<file path="src/rtl/memory_stage_pkg.sv">
// memory_stage_pkg
//   Shared widths, opcodes, FSM state type and a decode helper for the
//   MEM stage of the 5-stage MIPS pipeline.
package memory_stage_pkg;

    localparam int DWIDTH         = 32;
    localparam int OPCODE_WIDTH   = 6;
    localparam int FUNCT_WIDTH    = 6;
    localparam int REG_ADDR_WIDTH = 5;

    localparam logic [OPCODE_WIDTH-1:0] OP_LW = 6'h23;
    localparam logic [OPCODE_WIDTH-1:0] OP_SW = 6'h2b;

    typedef enum logic {
        MS_IDLE = 1'b0,
        MS_REQ  = 1'b1
    } ms_state_e;

    // True for the two opcodes that touch data memory.
    function automatic logic is_mem_op(input logic [OPCODE_WIDTH-1:0] op);
        return (op == OP_LW) || (op == OP_SW);
    endfunction

endpackage

</file>
<file path="src/rtl/memory_stage.sv">
// memory_stage
//   MEM stage of the 5-stage MIPS pipeline. Non-memory ops are registered
//   straight through to WB (latency 1). LW/SW run a req/ack transaction on
//   the data memory; misaligned addresses and ack timeouts raise a one-cycle
//   fault with a non-writing WB slot.
// Ports
//   ms_i_clk / ms_i_rst_n        clock, async active-low reset
//   ms_i_ce, ms_i_opcode, ms_i_funct, ms_i_alu_value, ms_i_data_rt,
//   ms_i_rd_addr, ms_i_reg_write execute-stage results
//   ms_o_mem_req/we/addr/wdata   data-memory request (held until ack)
//   ms_i_mem_ack, ms_i_mem_rdata data-memory completion (1-cycle ack)
//   ms_o_ce, ms_o_wb_data, ms_o_rd_addr, ms_o_reg_write,
//   ms_o_opcode, ms_o_funct      registered WB-side outputs
//   ms_o_stall                   combinational hold for IF/ID/EX
//   ms_o_fault                   1-cycle pulse: misaligned or timeout
module memory_stage
    import memory_stage_pkg::*;
#(
    parameter int WAIT_MAX = 16
) (
    input  logic                      ms_i_clk,
    input  logic                      ms_i_rst_n,
    input  logic                      ms_i_ce,
    input  logic [OPCODE_WIDTH-1:0]   ms_i_opcode,
    input  logic [FUNCT_WIDTH-1:0]    ms_i_funct,
    input  logic [DWIDTH-1:0]         ms_i_alu_value,
    input  logic [DWIDTH-1:0]         ms_i_data_rt,
    input  logic [REG_ADDR_WIDTH-1:0] ms_i_rd_addr,
    input  logic                      ms_i_reg_write,
    output logic                      ms_o_mem_req,
    output logic                      ms_o_mem_we,
    output logic [DWIDTH-1:0]         ms_o_mem_addr,
    output logic [DWIDTH-1:0]         ms_o_mem_wdata,
    input  logic                      ms_i_mem_ack,
    input  logic [DWIDTH-1:0]         ms_i_mem_rdata,
    output logic                      ms_o_ce,
    output logic [DWIDTH-1:0]         ms_o_wb_data,
    output logic [REG_ADDR_WIDTH-1:0] ms_o_rd_addr,
    output logic                      ms_o_reg_write,
    output logic [OPCODE_WIDTH-1:0]   ms_o_opcode,
    output logic [FUNCT_WIDTH-1:0]    ms_o_funct,
    output logic                      ms_o_stall,
    output logic                      ms_o_fault
);

    localparam int               CNT_W    = $clog2(WAIT_MAX) + 1;
    localparam logic [CNT_W-1:0] CNT_LAST = CNT_W'(WAIT_MAX - 1);

    ms_state_e                 state_q;
    logic [CNT_W-1:0]          cnt_q;
    logic                      mem_req_q;
    logic                      mem_we_q;
    logic [DWIDTH-1:0]         mem_addr_q;
    logic [DWIDTH-1:0]         mem_wdata_q;
    // Access context captured at acceptance; execute inputs are ignored in REQ.
    logic [REG_ADDR_WIDTH-1:0] acc_rd_q;
    logic                      acc_reg_write_q;
    logic [OPCODE_WIDTH-1:0]   acc_opcode_q;
    logic [FUNCT_WIDTH-1:0]    acc_funct_q;
    logic                      ce_q;
    logic [DWIDTH-1:0]         wb_data_q;
    logic [REG_ADDR_WIDTH-1:0] rd_q;
    logic                      reg_write_q;
    logic [OPCODE_WIDTH-1:0]   opcode_q;
    logic [FUNCT_WIDTH-1:0]    funct_q;
    logic                      fault_q;

    logic in_idle, in_req, mem_op, aligned, accept, last_wait;

    assign in_idle   = (state_q == MS_IDLE);
    assign in_req    = (state_q == MS_REQ);
    assign mem_op    = ms_i_ce && is_mem_op(ms_i_opcode);
    assign aligned   = (ms_i_alu_value[1:0] == 2'b00);
    assign accept    = in_idle && mem_op && aligned;
    assign last_wait = (cnt_q == CNT_LAST);

    // NOTE: stall is combinational so it drops in the ack/timeout cycle itself,
    // letting upstream advance on the same edge the access completes.
    assign ms_o_stall = accept || (in_req && !ms_i_mem_ack && !last_wait);

    // NOTE: all sequential state uses non-blocking assignments so every
    // register samples pre-edge values regardless of statement order.
    always_ff @(posedge ms_i_clk or negedge ms_i_rst_n) begin
        if (!ms_i_rst_n) begin
            state_q         <= MS_IDLE;
            cnt_q           <= '0;
            mem_req_q       <= 1'b0;
            mem_we_q        <= 1'b0;
            mem_addr_q      <= '0;
            mem_wdata_q     <= '0;
            acc_rd_q        <= '0;
            acc_reg_write_q <= 1'b0;
            acc_opcode_q    <= '0;
            acc_funct_q     <= '0;
            ce_q            <= 1'b0;
            wb_data_q       <= '0;
            rd_q            <= '0;
            reg_write_q     <= 1'b0;
            opcode_q        <= '0;
            funct_q         <= '0;
            fault_q         <= 1'b0;
        end else begin
            fault_q <= 1'b0;
            case (state_q)
                MS_IDLE: begin
                    if (!ms_i_ce) begin
                        ce_q        <= 1'b0;
                        wb_data_q   <= '0;
                        rd_q        <= '0;
                        reg_write_q <= 1'b0;
                        opcode_q    <= '0;
                        funct_q     <= '0;
                    end else if (mem_op && !aligned) begin
                        // Misaligned: retire a non-writing slot and flag it.
                        ce_q        <= 1'b1;
                        wb_data_q   <= '0;
                        rd_q        <= ms_i_rd_addr;
                        reg_write_q <= 1'b0;
                        opcode_q    <= ms_i_opcode;
                        funct_q     <= ms_i_funct;
                        fault_q     <= 1'b1;
                    end else if (mem_op) begin
                        state_q         <= MS_REQ;
                        cnt_q           <= '0;
                        mem_req_q       <= 1'b1;
                        mem_we_q        <= (ms_i_opcode == OP_SW);
                        mem_addr_q      <= {ms_i_alu_value[DWIDTH-1:2], 2'b00};
                        mem_wdata_q     <= ms_i_data_rt;
                        acc_rd_q        <= ms_i_rd_addr;
                        acc_reg_write_q <= ms_i_reg_write;
                        acc_opcode_q    <= ms_i_opcode;
                        acc_funct_q     <= ms_i_funct;
                        ce_q            <= 1'b0;
                        wb_data_q       <= '0;
                        rd_q            <= '0;
                        reg_write_q     <= 1'b0;
                        opcode_q        <= '0;
                        funct_q         <= '0;
                    end else begin
                        ce_q        <= 1'b1;
                        wb_data_q   <= ms_i_alu_value;
                        rd_q        <= ms_i_rd_addr;
                        reg_write_q <= ms_i_reg_write;
                        opcode_q    <= ms_i_opcode;
                        funct_q     <= ms_i_funct;
                    end
                end
                MS_REQ: begin
                    cnt_q <= cnt_q + 1'b1;
                    // Ack is checked first so it wins over a same-cycle timeout.
                    if (ms_i_mem_ack || last_wait) begin
                        state_q   <= MS_IDLE;
                        mem_req_q <= 1'b0;
                        ce_q      <= 1'b1;
                        rd_q      <= acc_rd_q;
                        opcode_q  <= acc_opcode_q;
                        funct_q   <= acc_funct_q;
                        if (ms_i_mem_ack && !mem_we_q) begin
                            wb_data_q   <= ms_i_mem_rdata;
                            reg_write_q <= acc_reg_write_q;
                        end else begin
                            wb_data_q   <= '0;
                            reg_write_q <= 1'b0;
                        end
                        fault_q <= !ms_i_mem_ack;
                    end
                end
                default: state_q <= MS_IDLE;
            endcase
        end
    end

    assign ms_o_mem_req   = mem_req_q;
    assign ms_o_mem_we    = mem_we_q;
    assign ms_o_mem_addr  = mem_addr_q;
    assign ms_o_mem_wdata = mem_wdata_q;
    assign ms_o_ce        = ce_q;
    assign ms_o_wb_data   = wb_data_q;
    assign ms_o_rd_addr   = rd_q;
    assign ms_o_reg_write = reg_write_q;
    assign ms_o_opcode    = opcode_q;
    assign ms_o_funct     = funct_q;
    assign ms_o_fault     = fault_q;

endmodule

</file>
<file path="config.mk">
export PLATFORM = sky130hd
export DESIGN_NAME = memory_stage
export DESIGN_NICKNAME = d
export VERILOG_FILES = /design/src/rtl/memory_stage_pkg.sv /design/src/rtl/memory_stage.sv
export SDC_FILE = /design/constraint.sdc
export NUM_CORES = 1
export LEC_CHECK = 0
export BUFFER_PORTS_ARGS = -buffer_cell sky130_fd_sc_hd__clkbuf_2
export CAP_MARGIN = 5
export CORE_UTILIZATION = 50
export CTS_CLUSTER_DIAMETER = 60
export DETAILED_ROUTE_END_ITERATION = 12
export PLACE_DENSITY = 0.83
export SKIP_LAST_GASP = 1
export SLEW_MARGIN = 30
export SYNTH_ARGS = -nofsm -noshare
export SYNTH_HDL_FRONTEND = slang
export SYNTH_SLANG_ARGS = --single-unit
</file>
<file path="constraint.sdc">
create_clock -name ms_i_clk -period 3.9 [get_ports ms_i_clk]
set_input_delay 0.39 -clock ms_i_clk [delete_from_list [all_inputs] [get_ports ms_i_clk]]
set_output_delay 0.39 -clock ms_i_clk [all_outputs]
set_load 0.1 [all_outputs]
</file>
**Word-level counts from Yosys, hierarchy flattened**

Cells that the tools add are included.
Widths: inputs -> output; s select.

- Equal/unequal tests: 7
- Bitwise gates (word level): 2
- Mux-type cells: 50
- Add/subtract/negate cells: 1
- Reductions and logical operators: 18

Operator list:

| kind | count |
|---|---|
| $mux 32 | 5 |
| $pmux 32 s2 | 1 |
| $mux 6 | 8 |
| $mux 5 | 7 |
| $pmux 6 s2 | 2 |
| $mux 1 | 20 |
| $pmux 5 s2 | 2 |
| $eq 6x6->1 const B | 2 |
| $pmux 1 s2 | 5 |
| $reduce_and 4->1 | 2 |
| $logic_and 1x1->1 | 7 |
| $add 5x1->5 const B | 1 |
| $eq 5x4->1 const B | 1 |
| $logic_not 1->1 | 4 |
| $ne 2x1->1 const B | 2 |
| $ne 2x2->1 const B | 2 |
| $logic_or 1x1->1 | 3 |
| $reduce_and 3->1 | 1 |
| $logic_not 2->1 | 1 |
| $not 1->1 | 2 |

- Register bits after elaboration: 140
- Input bits: 118
- Output and inout port bits: 119

**Longest topological paths before layout**

- Depth in word-level cells: 7
- Mapped depth: 8
- Mapped depth without buffers: 6

**Least setup slack after synthesis**

No wires, ideal clock.

- Path kind: register -> output
- Start point: register cnt_q[0]
- End point: output ms_o_stall
- Slack: 1.068 ns
- Arrival: 2.442 ns
- Data required time: 3.510 ns
- Stages on the path, launching flop included: 8
- Cells stage by stage: dfrtp_1 ha_1 and3_1 ha_1 or3b_2 clkbuf_1 clkbuf_1 nand2_1

- Word-level cells in the longest chain between the ends: 4

Ends and longest elaborated chain:

| item | RTL line | source |
|---|---|---|
| from (decl) | memory_stage.sv:50 | `logic [CNT_W-1:0] cnt_q;` |
| from (signal assigned) | memory_stage.sv:149 | `cnt_q <= cnt_q + 1'b1;` |
| $eq 5x4->1 | memory_stage.sv:75 | `assign last_wait = (cnt_q == CNT_LAST);` |
| $logic_not 1->1 | memory_stage.sv:79 | `assign ms_o_stall = accept \|\| (in_req && !ms_i_mem_ack && !last_wait);` |
| $logic_and 1x1->1 | memory_stage.sv:79 |  |
| $logic_or 1x1->1 | memory_stage.sv:79 |  |
| to (decl) | memory_stage.sv:42 | `output logic ms_o_stall,` |

No other way between the ends.

**Final worst setup path**

Same ends and word-level chain as after synthesis.

==> metrics.txt <==
Synth Cell Area 6240 um^2; Synth area leaders dfrtp_1 56%, mux2_2 12%, o211ai_1 5.8%, and3b_1 4.6%, a21oi_1 4.0%; Synth-to-Final Area Change 31.1%; leading area contributor after synthesis dfrtp_1; vias in the first global route 5361; skew final 0.00901 ns; Die Footprint 12900 um^2; top-level I/O count 237; Tmin final 2.89 ns; R2R setup slack 1.48 ns; pin count of the biggest net entering global routing 79; Synth Register Bits 140; Max Cap Violations 0; RSZ-0062 raised after global routing no; Max Root-Sink Buffers 2; worst hold slack -0.00380 ns; Post-CTS Hold Buffers 0; post-route cell area 8180 um^2; Die H 114 um; status finished with violations; ys flop type dfrtp_1; DRT antenna net count 0; proportion of layout cells with a drive suffix above 1 46.0%; remaining global-route overflow 0; Final Hold Fails 4; FP Rows 40; post-CTS setup buffer count 0; Lkg Pwr 4.29 nW; pre-CTS WS 1.07 ns; Filler cells 929; top post-synthesis cells by count 140 x dfrtp_1, 69 x mux2_2, 51 x nor2_1, 50 x a21oi_1, 50 x o21ai_0; Critical Path Sink Type output port; Synth async-reset ratio 100%; CTS tree built; diodes inserted 0; clock buffers created by TritonCTS 17; FF+latch area 3510 um^2; max_slew headroom 49.8%; placeable core area 12100 um^2; 1st-iter DRT viols 460; drt via density 5.62; top-count cell post-synth dfrtp_1; first-pass GRT wire length 27000 um; worst r2r dst ms_o_mem_addr[19]$_DFFE_PN0P_; crit path DAT 2.50 ns; H-tree lvl count 4; # port buffers 234; Post-synth EDFFs 0; CP max FO 5; antenna violations before repair 0; Clock Sinks 140; post_cts resized 0; Reg clk slew, reported paths 0.06 ns; nets 879; number of remaining DRC errors 0; period utilisation layout 74.1%; fmax 346 MHz; Cell Area, Placed 7520 um^2; failing checks hold timing; Post-Synthesis Cells 545; GRT Util Overall 27.3%; Root Buffer clkbuf_16; start of the worst register-to-register path in_req$_DFF_PN0_; Final Setup Violations 0; Starting Density 51.7%; Critical Path Start Type register; Overall Power 4.39 mW; slew at the pin closest to its max-slew limit 0.752 ns; Synth cell types 41; pins over their slew limit 0; Via Count 5283; DP HPWL 11400 um; Total Routed Length 16800 um; Pre-antenna DRT Iters 5; hold crit path type in2async; wire per inst 17.9 um; Peak VDD IR 467 uV; GPL Wtd Cong 0.754; CP Class reg2out; Setup TNS Final 0 ns; die width 114 um; Clock Latency Late Sink 0.41 ns; post-synth top area share 56.2%; Worst Setup Slack, final 1.01 ns; Critical Path RT 3.51 ns; worst r2r path cells 4; Pwr per Cell Area 537 nW/um^2; syn_area_per_cell 11.4 um^2; YS warnings 0; multi-input logic area 2520 um^2; sequential area share after synthesis 56.2%
cell type report:
class,count,share of cell area [%]
clock inverter,12,2.07
inverter,2,0.0918
clock buffer,20,5.59
tap,168,2.57
multi-input combinational,352,30.9
sequential,140,42.9
timing repair buffer,246,15.9
worst max-delay path: stages (launching register included):
cell and delay, ns:
dfrtp_1 0.42, ha_1 0.24, and3_1 0.19, ha_1 0.24
or3b_2 0.47, nand2_1 0.07, clkbuf_2 0.46
metal layers:
layer,up-vias,global-route usage [%],wire length (um)
met4,0,12.2,472
met5,-,0,0
met3,37,6.38,1030
met2,222,47.8,8750
met1,2631,32.0,6570
li1,2393,-,-
worst max path at each step:
stage / end / depth (start not counted) / start / slack, ns
2_1_floorplan: ms_o_stall / 7 / cnt_q[0]$_DFFE_PN0P_ / 1.07
3_3_place_gp: ms_o_stall / 5 / ms_i_opcode[2] / 1.11
3_5_place_dp: ms_o_stall / 5 / ms_i_opcode[2] / 1.07
4_1_cts: ms_o_stall / 6 / cnt_q[0]$_DFFE_PN0P_ / 0.99
5_1_grt: ms_o_stall / 6 / cnt_q[0]$_DFFE_PN0P_ / 0.89
6_report: ms_o_stall / 6 / cnt_q[0]$_DFFE_PN0P_ / 1.01
sequential cells by signal (all words and copies together) (netlist names), 5 cells and up:
signal          count
ms_o_wb_data       32
ms_o_funct          6
ms_o_opcode         6
cnt_q               5
ms_o_mem_addr      30
ms_o_rd_addr        5
ms_o_mem_wdata     32
acc_rd_q            5
acc_funct_q         6
acc_opcode_q        6
placed cells by master (no fill, tap or decap), types with 5 or more instances in the layout:
cell type | synthesis | routed
and3b_1 | 33 | 33
dfrtp_1 | 140 | 138
mux2_2 | 69 | 69
clkinv_2 | 0 | 5
buf_4 | 4 | 9
o21ai_0 | 50 | 50
o211ai_1 | 48 | 48
nand2_1 | 5 | 5
clkbuf_16 | 0 | 17
a21oi_1 | 50 | 50
clkbuf_2 | 0 | 233
nor2_1 | 51 | 50
mux2_1 | 5 | 5
per-stage QoR:
stage / std cells / utilization [%] / hold slack [ns]
after global routing: 940 / 67.8 / 0.0536
final: 940 / 67.8 / -0.00380
after CTS: 939 / 67.5 / 0.0242
after global placement: 905 / 62.1 / 0.445
after detailed placement: 907 / 62.4 / 0.451
after floorplan: 546 / - / 0.0944
kinds of logic after synthesis:
kind of cell	Yosys count	synth area share, %
simple gates	110	10.5
flops	140	56.2
fa+ha+maj	2	0.401
other cells	1	0.0601
buf+inv	54	3.67
compound gates	161	15.4
mux	77	13.8
power breakdown:
group | leakage [nW] | switching [mW] | total [mW] | internal [mW]
logic | 2.14 | 0.840 | 1.06 | 0.215
registers | 1.85 | 0.0772 | 1.65 | 1.57
clock network | 0.306 | 0.591 | 1.69 | 1.10
total | 4.29 | 1.51 | 4.39 | 2.88
(Power assumes the default switching activity.)
